<file path="src/rtl/stopwatch_ctrl_pkg.sv">
// Shared types, digit limits and BCD helpers for the stopwatch controller.
// State encoding is fixed so the debug state can be decoded by external checkers.
package stopwatch_ctrl_pkg;

  typedef enum logic [1:0] {
    ST_IDLE  = 2'd0,
    ST_RUN   = 2'd1,
    ST_PAUSE = 2'd2,
    ST_LAP   = 2'd3
  } sw_state_t;

  localparam logic [3:0] DIGIT_MAX     = 4'd9;
  localparam logic [3:0] SEC_TENS_MAX  = 4'd5;
  localparam int         DEB_TICKS_DEF = 20;

  // True when a two-digit BCD value sits at its last legal value.
  function automatic logic bcd_wrap(input logic [7:0] v, input logic [3:0] tens_max);
    return v == {tens_max, DIGIT_MAX};
  endfunction

  // Two-digit BCD increment that wraps to 00 after {tens_max, 9}.
  function automatic logic [7:0] bcd_inc(input logic [7:0] v, input logic [3:0] tens_max);
    logic [3:0] tens;
    logic [3:0] units;
    tens  = v[7:4];
    units = v[3:0] + 4'd1;
    if (v[3:0] == DIGIT_MAX) begin
      units = 4'd0;
      tens  = (v[7:4] == tens_max) ? 4'd0 : v[7:4] + 4'd1;
    end
    return {tens, units};
  endfunction

  function automatic logic [7:0] to_bcd(input int v);
    return {4'(v / 10), 4'(v % 10)};
  endfunction

endpackage

</file>
<file path="src/rtl/stopwatch_ctrl_if.sv">
// Display/status bundle from the stopwatch controller to the seven-segment scanner.
// The controller drives every signal (master); consumers only observe (slave).
interface stopwatch_ctrl_if;
  import stopwatch_ctrl_pkg::*;

  logic       running;
  logic       lap_hold;
  logic       overflow;
  logic [7:0] disp_min;
  logic [7:0] disp_sec;
  logic [7:0] disp_cs;
  sw_state_t  state;

  modport master (
    output running, lap_hold, overflow, disp_min, disp_sec, disp_cs, state
  );

  modport slave (
    input running, lap_hold, overflow, disp_min, disp_sec, disp_cs, state
  );
endinterface

</file>
<file path="src/rtl/stopwatch_ctrl_key_debounce.sv">
// One push key: synchronise, sample on each 1 kHz tick, accept a level after
// DEB_TICKS consecutive differing samples, pulse press on an accepted press.
module key_debounce
  import stopwatch_ctrl_pkg::*;
#(
  parameter int DEB_TICKS = DEB_TICKS_DEF
) (
  input  logic clk_50mhz,
  input  logic rst,
  input  logic tick_1k,
  input  logic key_n,
  output logic press
);

  localparam int             CW   = $clog2(DEB_TICKS + 1);
  localparam logic [CW-1:0] LAST = CW'(DEB_TICKS - 1);

  logic [1:0]    sync;
  logic          level;
  logic [CW-1:0] cnt;

  // Synchroniser and accepted level come out of reset at the released (high) level.
  always_ff @(posedge clk_50mhz) begin
    if (!rst) begin
      sync  <= 2'b11;
      level <= 1'b1;
      cnt   <= '0;
      press <= 1'b0;
    end else begin
      sync  <= {sync[0], key_n};
      press <= 1'b0;
      if (tick_1k) begin
        if (sync[1] == level) begin
          cnt <= '0;
        end else if (cnt == LAST) begin
          level <= sync[1];
          cnt   <= '0;
          press <= ~sync[1];
        end else begin
          cnt <= cnt + CW'(1);
        end
      end
    end
  end

endmodule

</file>
<file path="src/rtl/stopwatch_ctrl.sv">
// Stopwatch controller: divider edge detection, three debounced keys,
// IDLE/RUN/PAUSE/LAP sequencing and a saturating BCD mm:ss.cc count.
module stopwatch_ctrl
  import stopwatch_ctrl_pkg::*;
#(
  parameter int DEB_TICKS = DEB_TICKS_DEF,
  parameter int MAX_MIN   = 59
) (
  input  logic             clk_50mhz,
  input  logic             rst,
  input  logic             clk_1khz,
  input  logic             clk_100hz,
  input  logic             key_ss_n,
  input  logic             key_lap_n,
  input  logic             key_clr_n,
  stopwatch_ctrl_if.master disp
);

  localparam logic [7:0] MAX_MIN_BCD = to_bcd(MAX_MIN);

  logic [2:0] khz_sr, chz_sr;
  logic       tick_1k, tick_cs;
  logic       p_ss, p_lap, p_clr, go_ss, go_lap, go_clr;
  sw_state_t  state_q, state_d;
  logic       clear, latch_hold, count_en, at_max;
  logic [7:0] cnt_min, cnt_sec, cnt_cs, min_d, sec_d, cs_d;
  logic [7:0] hold_min, hold_sec, hold_cs;
  logic       ovf_q, ovf_d;
  logic       running_q, running_d, lap_q, lap_d;
  logic [7:0] dmin_q, dsec_q, dcs_q, dmin_d, dsec_d, dcs_d;

  // Divider outputs are data: {prev, sync2, sync1}, rising edge -> 1-cycle tick.
  always_ff @(posedge clk_50mhz) begin
    if (!rst) begin
      khz_sr <= '0;
      chz_sr <= '0;
    end else begin
      khz_sr <= {khz_sr[1:0], clk_1khz};
      chz_sr <= {chz_sr[1:0], clk_100hz};
    end
  end

  assign tick_1k = khz_sr[1] & ~khz_sr[2];
  assign tick_cs = chz_sr[1] & ~chz_sr[2];

  key_debounce #(.DEB_TICKS(DEB_TICKS)) u_deb_ss (
    .clk_50mhz(clk_50mhz), .rst(rst), .tick_1k(tick_1k), .key_n(key_ss_n), .press(p_ss));
  key_debounce #(.DEB_TICKS(DEB_TICKS)) u_deb_lap (
    .clk_50mhz(clk_50mhz), .rst(rst), .tick_1k(tick_1k), .key_n(key_lap_n), .press(p_lap));
  key_debounce #(.DEB_TICKS(DEB_TICKS)) u_deb_clr (
    .clk_50mhz(clk_50mhz), .rst(rst), .tick_1k(tick_1k), .key_n(key_clr_n), .press(p_clr));

  // Coincident presses: only the highest-priority one survives, even if it is ignored.
  assign go_clr = p_clr;
  assign go_ss  = p_ss & ~p_clr;
  assign go_lap = p_lap & ~p_ss & ~p_clr;

  always_ff @(posedge clk_50mhz) begin
    if (!rst) begin
      state_q   <= ST_IDLE;
      cnt_min   <= '0;
      cnt_sec   <= '0;
      cnt_cs    <= '0;
      hold_min  <= '0;
      hold_sec  <= '0;
      hold_cs   <= '0;
      ovf_q     <= 1'b0;
      running_q <= 1'b0;
      lap_q     <= 1'b0;
      dmin_q    <= '0;
      dsec_q    <= '0;
      dcs_q     <= '0;
    end else begin
      state_q   <= state_d;
      cnt_min   <= min_d;
      cnt_sec   <= sec_d;
      cnt_cs    <= cs_d;
      ovf_q     <= ovf_d;
      running_q <= running_d;
      lap_q     <= lap_d;
      dmin_q    <= dmin_d;
      dsec_q    <= dsec_d;
      dcs_q     <= dcs_d;
      if (latch_hold) begin
        hold_min <= cnt_min;
        hold_sec <= cnt_sec;
        hold_cs  <= cnt_cs;
      end
    end
  end

  // A set overflow flag forces PAUSE one cycle after saturation.
  always_comb begin
    state_d    = state_q;
    clear      = 1'b0;
    latch_hold = 1'b0;
    case (state_q)
      ST_IDLE: begin
        if (go_ss) state_d = ST_RUN;
        else if (go_clr) clear = 1'b1;
      end
      ST_RUN: begin
        if (ovf_q || go_ss) state_d = ST_PAUSE;
        else if (go_lap) begin
          state_d    = ST_LAP;
          latch_hold = 1'b1;
        end
      end
      ST_LAP: begin
        if (ovf_q || go_ss) state_d = ST_PAUSE;
        else if (go_lap) state_d = ST_RUN;
      end
      ST_PAUSE: begin
        if (go_clr) begin
          state_d = ST_IDLE;
          clear   = 1'b1;
        end else if (go_ss && !ovf_q) begin
          state_d = ST_RUN;
        end
      end
      default: state_d = ST_IDLE;
    endcase
  end

  assign count_en = tick_cs && (state_q == ST_RUN || state_q == ST_LAP);
  assign at_max   = (cnt_min == MAX_MIN_BCD) && bcd_wrap(cnt_sec, SEC_TENS_MAX)
                    && bcd_wrap(cnt_cs, DIGIT_MAX);

  always_comb begin
    min_d = cnt_min;
    sec_d = cnt_sec;
    cs_d  = cnt_cs;
    ovf_d = ovf_q;
    if (clear) begin
      min_d = '0;
      sec_d = '0;
      cs_d  = '0;
      ovf_d = 1'b0;
    end else if (count_en) begin
      if (at_max) begin
        ovf_d = 1'b1;
      end else begin
        cs_d = bcd_inc(cnt_cs, DIGIT_MAX);
        if (bcd_wrap(cnt_cs, DIGIT_MAX)) begin
          sec_d = bcd_inc(cnt_sec, SEC_TENS_MAX);
          if (bcd_wrap(cnt_sec, SEC_TENS_MAX)) min_d = bcd_inc(cnt_min, DIGIT_MAX);
        end
      end
    end
  end

  always_comb begin
    running_d = (state_q == ST_RUN) || (state_q == ST_LAP);
    lap_d     = (state_q == ST_LAP);
    dmin_d    = lap_d ? hold_min : cnt_min;
    dsec_d    = lap_d ? hold_sec : cnt_sec;
    dcs_d     = lap_d ? hold_cs  : cnt_cs;
  end

  assign disp.running  = running_q;
  assign disp.lap_hold = lap_q;
  assign disp.overflow = ovf_q;
  assign disp.disp_min = dmin_q;
  assign disp.disp_sec = dsec_q;
  assign disp.disp_cs  = dcs_q;
  assign disp.state    = state_q;

endmodule

</file>
<file path="src/flat_wrapper.sv">
// flat-port wrapper written by rule: the top's interface ports become plain ports
module stopwatch_ctrl_flat import stopwatch_ctrl_pkg::*;
#(
  parameter int DEB_TICKS = DEB_TICKS_DEF,
  parameter int MAX_MIN   = 59
)
  (clk_50mhz, rst, clk_1khz, clk_100hz, key_ss_n, key_lap_n, key_clr_n, disp_running, disp_lap_hold, disp_overflow, disp_disp_min, disp_disp_sec, disp_disp_cs, disp_state);
  stopwatch_ctrl_if disp_i ();
  input  logic clk_50mhz;
  input  logic rst;
  input  logic clk_1khz;
  input  logic clk_100hz;
  input  logic key_ss_n;
  input  logic key_lap_n;
  input  logic key_clr_n;
  output wire logic [$bits(disp_i.running)-1:0] disp_running;
  output wire logic [$bits(disp_i.lap_hold)-1:0] disp_lap_hold;
  output wire logic [$bits(disp_i.overflow)-1:0] disp_overflow;
  output wire logic [$bits(disp_i.disp_min)-1:0] disp_disp_min;
  output wire logic [$bits(disp_i.disp_sec)-1:0] disp_disp_sec;
  output wire logic [$bits(disp_i.disp_cs)-1:0] disp_disp_cs;
  output wire logic [$bits(disp_i.state)-1:0] disp_state;
  assign disp_running = disp_i.running;
  assign disp_lap_hold = disp_i.lap_hold;
  assign disp_overflow = disp_i.overflow;
  assign disp_disp_min = disp_i.disp_min;
  assign disp_disp_sec = disp_i.disp_sec;
  assign disp_disp_cs = disp_i.disp_cs;
  assign disp_state = disp_i.state;
  stopwatch_ctrl #(.DEB_TICKS(DEB_TICKS), .MAX_MIN(MAX_MIN)) u_core (.clk_50mhz(clk_50mhz), .rst(rst), .clk_1khz(clk_1khz), .clk_100hz(clk_100hz), .key_ss_n(key_ss_n), .key_lap_n(key_lap_n), .key_clr_n(key_clr_n), .disp(disp_i));
endmodule
</file>
<file path="config.mk">
export PLATFORM = sky130hd
export DESIGN_NAME = stopwatch_ctrl_flat
export DESIGN_NICKNAME = d
export VERILOG_FILES = /design/src/rtl/stopwatch_ctrl_pkg.sv /design/src/rtl/stopwatch_ctrl_if.sv /design/src/rtl/stopwatch_ctrl_key_debounce.sv /design/src/rtl/stopwatch_ctrl.sv /design/src/flat_wrapper.sv
export SDC_FILE = /design/constraint.sdc
export NUM_CORES = 1
export LEC_CHECK = 0
export BUFFER_PORTS_ARGS = -buffer_cell sky130_fd_sc_hd__buf_2
export CORE_MARGIN = 3
export CORE_UTILIZATION = 28
export CTS_BUF_LIST = sky130_fd_sc_hd__clkbuf_8
export CTS_CLUSTER_SIZE = 16
export DETAILED_ROUTE_END_ITERATION = 8
export SETUP_SLACK_MARGIN = 0.4
export SLEW_MARGIN = 10
export SYNTH_ARGS = -nofsm -noshare
export SYNTH_HDL_FRONTEND = slang
export SYNTH_SLANG_ARGS = --single-unit
export TNS_END_PERCENT = 5
</file>
<file path="constraint.sdc">
create_clock -name clk_50mhz -period 5.3 [get_ports clk_50mhz]
set_input_delay 0.53 -clock clk_50mhz [delete_from_list [all_inputs] [get_ports clk_50mhz]]
set_output_delay 0.53 -clock clk_50mhz [all_outputs]
set_load 0.005 [all_outputs]
</file>
==> run metrics <==
Async SR Flop Fraction=0; GR peak layer=met2; CP arrival=2510 ps; #FFs+latches synth=110; final setup fails=0; Cells after Synth=517; RSZ-0062 raised after global routing=false; drt drc=0; Crit. End Element=flip-flop; Num CTS Buffers=9; met1 GRT Util=0.129; # nets final=542; largest net degree at the start of global routing=77; clk_skew=13.7 ps; Tmin final=2240 ps; CTS tree=done; worst hold stages=2; Max Root-Sink Buffers=2; slew margin rel.=0.297; R2R depth=5; Worst R2R Start=u_core.disp.state[0]$_SDFFE_PN0P_; total power=1.32 mW; Clock transition at path regs=100 ps; Yosys warning count=0; pre-CTS setup slack=3070 ps; Die H=133 microns; Die X=133 microns; Sw Share=0.232; Global Route met2 Usage=0.161; hold crit path type=primary input to flip-flop; Reg power frac=0.630; met3 Use GR=0.0316; Syn Area/Cell=8.70 sq um; TritonCTS Sinks=110; top cell type's share of synthesized area=0.490; clk root buf=clkbuf_8; Crit Reg-Reg Endpoint=u_core.cnt_sec[2]$_SDFFE_PP0P_; Slew Viols, Final=0; CP max stage delay=530 ps; CP Launch Type=flip-flop; I/O pins=36; Net Count, Synth=527; synth top area cells=dfxtp_1 49%, nand2_1 10%, a21boi_0 8.5%; Synth Flop Type=dfxtp_1; RePlAce Congestion=0.769; vias in the first global route=3237; top cells by count, synth=120 x nand2_1, 110 x dfxtp_1, 51 x a21boi_0, 32 x nor2_1, 24 x clkbuf_1; WL/cell=11.7 microns; via count=3424; drt total wl=8.75 mm; Clk network pwr share=0.346; Seq. cell area=0.00220 sq mm; hold worst-path end=u_core.u_deb_ss.sync[0]$_SDFF_PN1_; # diodes=0; Cell Int Power=1.02 mW; worst hold start=key_ss_n; slowest CP cell=dfxtp_1; synthesis-to-finish area growth=10.5%; Peak VDD IR=125 uV; Seq/Total Area, Yosys=0.490; Post-CTS Setup Bufs=0; crit path cell chain=and3b_1, and3_1, o211a_1, a211oi_1, a31o_2; Worst R2R Setup Slack=3060 ps; H-tree depth=3; Post-DRT Antenna Nets=0; IO buf count=35; Initial Utilization=0.291; Distinct cells, synth=51; net switching power=307 uW; initial DRC count=217; Hold Fails Final Rpt=0; fillers=1641; initial antenna violation count=0; GRT overflow=0; post_cts resized=0; Max Fanout on Critical Path=13; P per Cell Area=266 mW/mm^2; worst skew pair latency=380 ps; most common cell in the synthesized netlist=nand2_1; die area=0.0176 sq mm; Synth Cell Area=0.00450 sq mm; WHS=329 ps; vias per inst=4.58; final worst-path cycle share=0.423; Leak Pwr=1.77 nW; CP Class=flip-flop to flip-flop; first-pass GRT wire length=15.0 mm; largest area contributor in the netlist=dfxtp_1; setup TNS=0 ps; Detailed Routing Iterations Pass 1=4; multi-input logic area=0.00210 sq mm; Gate power share=0.024; DP HPWL=5.72 mm; run status=complete, no violations; Worst Path Required=5570 ps; Rows=45; Tot GR Track Use=0.102; Final WS setup=3060 ps; Fmax=446 MHz; Max Cap Viol=0; Slew @ Worst Pin=1050 ps; # hold bufs at CTS=0; core area=0.0154 sq mm; share of cells above drive strength 1=0.112; EDFF count, synth=0
==> worst max-delay path by stage <==
stage,to,cells past startpoint,slack (ps),startpoint
after floorplan,u_core.cnt_sec[6]$_SDFFE_PP0P_,8,3450,u_core.cnt_sec[2]$_SDFFE_PP0P_
after CTS,u_core.cnt_sec[2]$_SDFFE_PP0P_,5,3050,u_core.disp.state[0]$_SDFFE_PN0P_
final,u_core.cnt_sec[2]$_SDFFE_PP0P_,5,3060,u_core.disp.state[0]$_SDFFE_PN0P_
after global placement,u_core.cnt_sec[4]$_SDFFE_PP0P_,5,3220,u_core.disp.state[0]$_SDFFE_PN0P_
after global routing,u_core.cnt_sec[2]$_SDFFE_PP0P_,5,2860,u_core.disp.state[0]$_SDFFE_PN0P_
after detailed placement,u_core.cnt_sec[2]$_SDFFE_PP0P_,5,3070,u_core.disp.state[0]$_SDFFE_PN0P_
==> flip-flops by register name, summed over array words and instances, names as in the netlist, 3 cells and up <==
register / count
u_core.disp.disp_min: 8
u_core.disp.disp_cs: 8
u_core.cnt_cs: 8
u_core.khz_sr: 3
u_core.cnt_min: 8
u_core.cnt_sec: 8
u_core.u_deb_ss.cnt: 5
u_core.hold_min: 8
u_core.u_deb_clr.cnt: 5
u_core.chz_sr: 3
u_core.u_deb_lap.cnt: 5
u_core.hold_cs: 8
u_core.hold_sec: 8
u_core.disp.disp_sec: 8
==> critical path: cells and delay by family, from the launching register on <==
family	cells	cell delay [ps]
AND/OR/NAND/NOR	2	820
AO/OA/AOI/OAI	3	790
flip-flops	1	530
==> placed cells by master (no fill, tap or decap), types with 2 or more instances in the layout <==
master      count
and2_1          9
a21o_1          3
nor3_1          7
nand4_1        10
mux2i_1         3
xor2_1         15
xnor2_1         8
a2111oi_0       2
a21boi_0       51
dfxtp_1       110
nor2_1         32
o211a_1         2
or3_1           2
nor2b_1         8
and4bb_2        2
buf_2          35
and3b_1         2
nand2b_1        8
nor4_1          2
o21ai_0         8
o31ai_1         3
nand3_1        17
a31oi_1         2
nor3b_1         6
a21oi_1        15
buf_4           3
clkinvlp_4      2
clkbuf_8        9
nand2_1       120
inv_1           9
inv_6           2
and3_1          5
nor4bb_1        2
ha_1            3
==> layout make-up <==
type	instances	share of cell area
clock inverter	6	0.00932
inverter	9	0.00680
timing repair buffer	38	0.0398
multi-input combinational	364	0.423
tap	211	0.0532
clock buffer	9	0.0249
sequential	110	0.443
==> per-stage QoR <==
stage	instance area, sq um	std cells	util
finish	4970	747	0.322
global route	4970	747	0.322
CTS	4970	747	0.322
detailed placement	4800	732	0.311
global placement	4800	732	0.311
floorplan	4500	517	-
==> power groups by stage <==
stage          sequential (mW)  clock (mW)  combinational, mW
2_1_floorplan            0.853           0             0.0238
3_3_place_gp             0.853           0             0.0303
3_5_place_dp             0.853           0             0.0318
4_1_cts                  0.834       0.482             0.0317
5_1_grt                  0.835       0.508             0.0358
6_report                 0.834       0.457             0.0315
==> metal layers <==
metal  up-vias  routed length, microns
met5         -                       0
met4         0                     121
met3         9                     385
met2        48                    4000
met1      1607                    4240
li1       1760                       -
==> kinds of logic (layout without fill, tap and decap cells) <==
kind of cell | after synthesis | in the layout | share of synthesized area
compound gates | 95 | 95 | 0.148
xor+xnor | 23 | 23 | 0.0448
fa+ha+maj | 3 | 3 | 0.00835
buf+inv | 43 | 62 | 0.0434
flops | 110 | 110 | 0.490
mux | 3 | 3 | 0.00668
simple gates | 240 | 240 | 0.259
No activity file was read; power rests on OpenSTA's default activity.
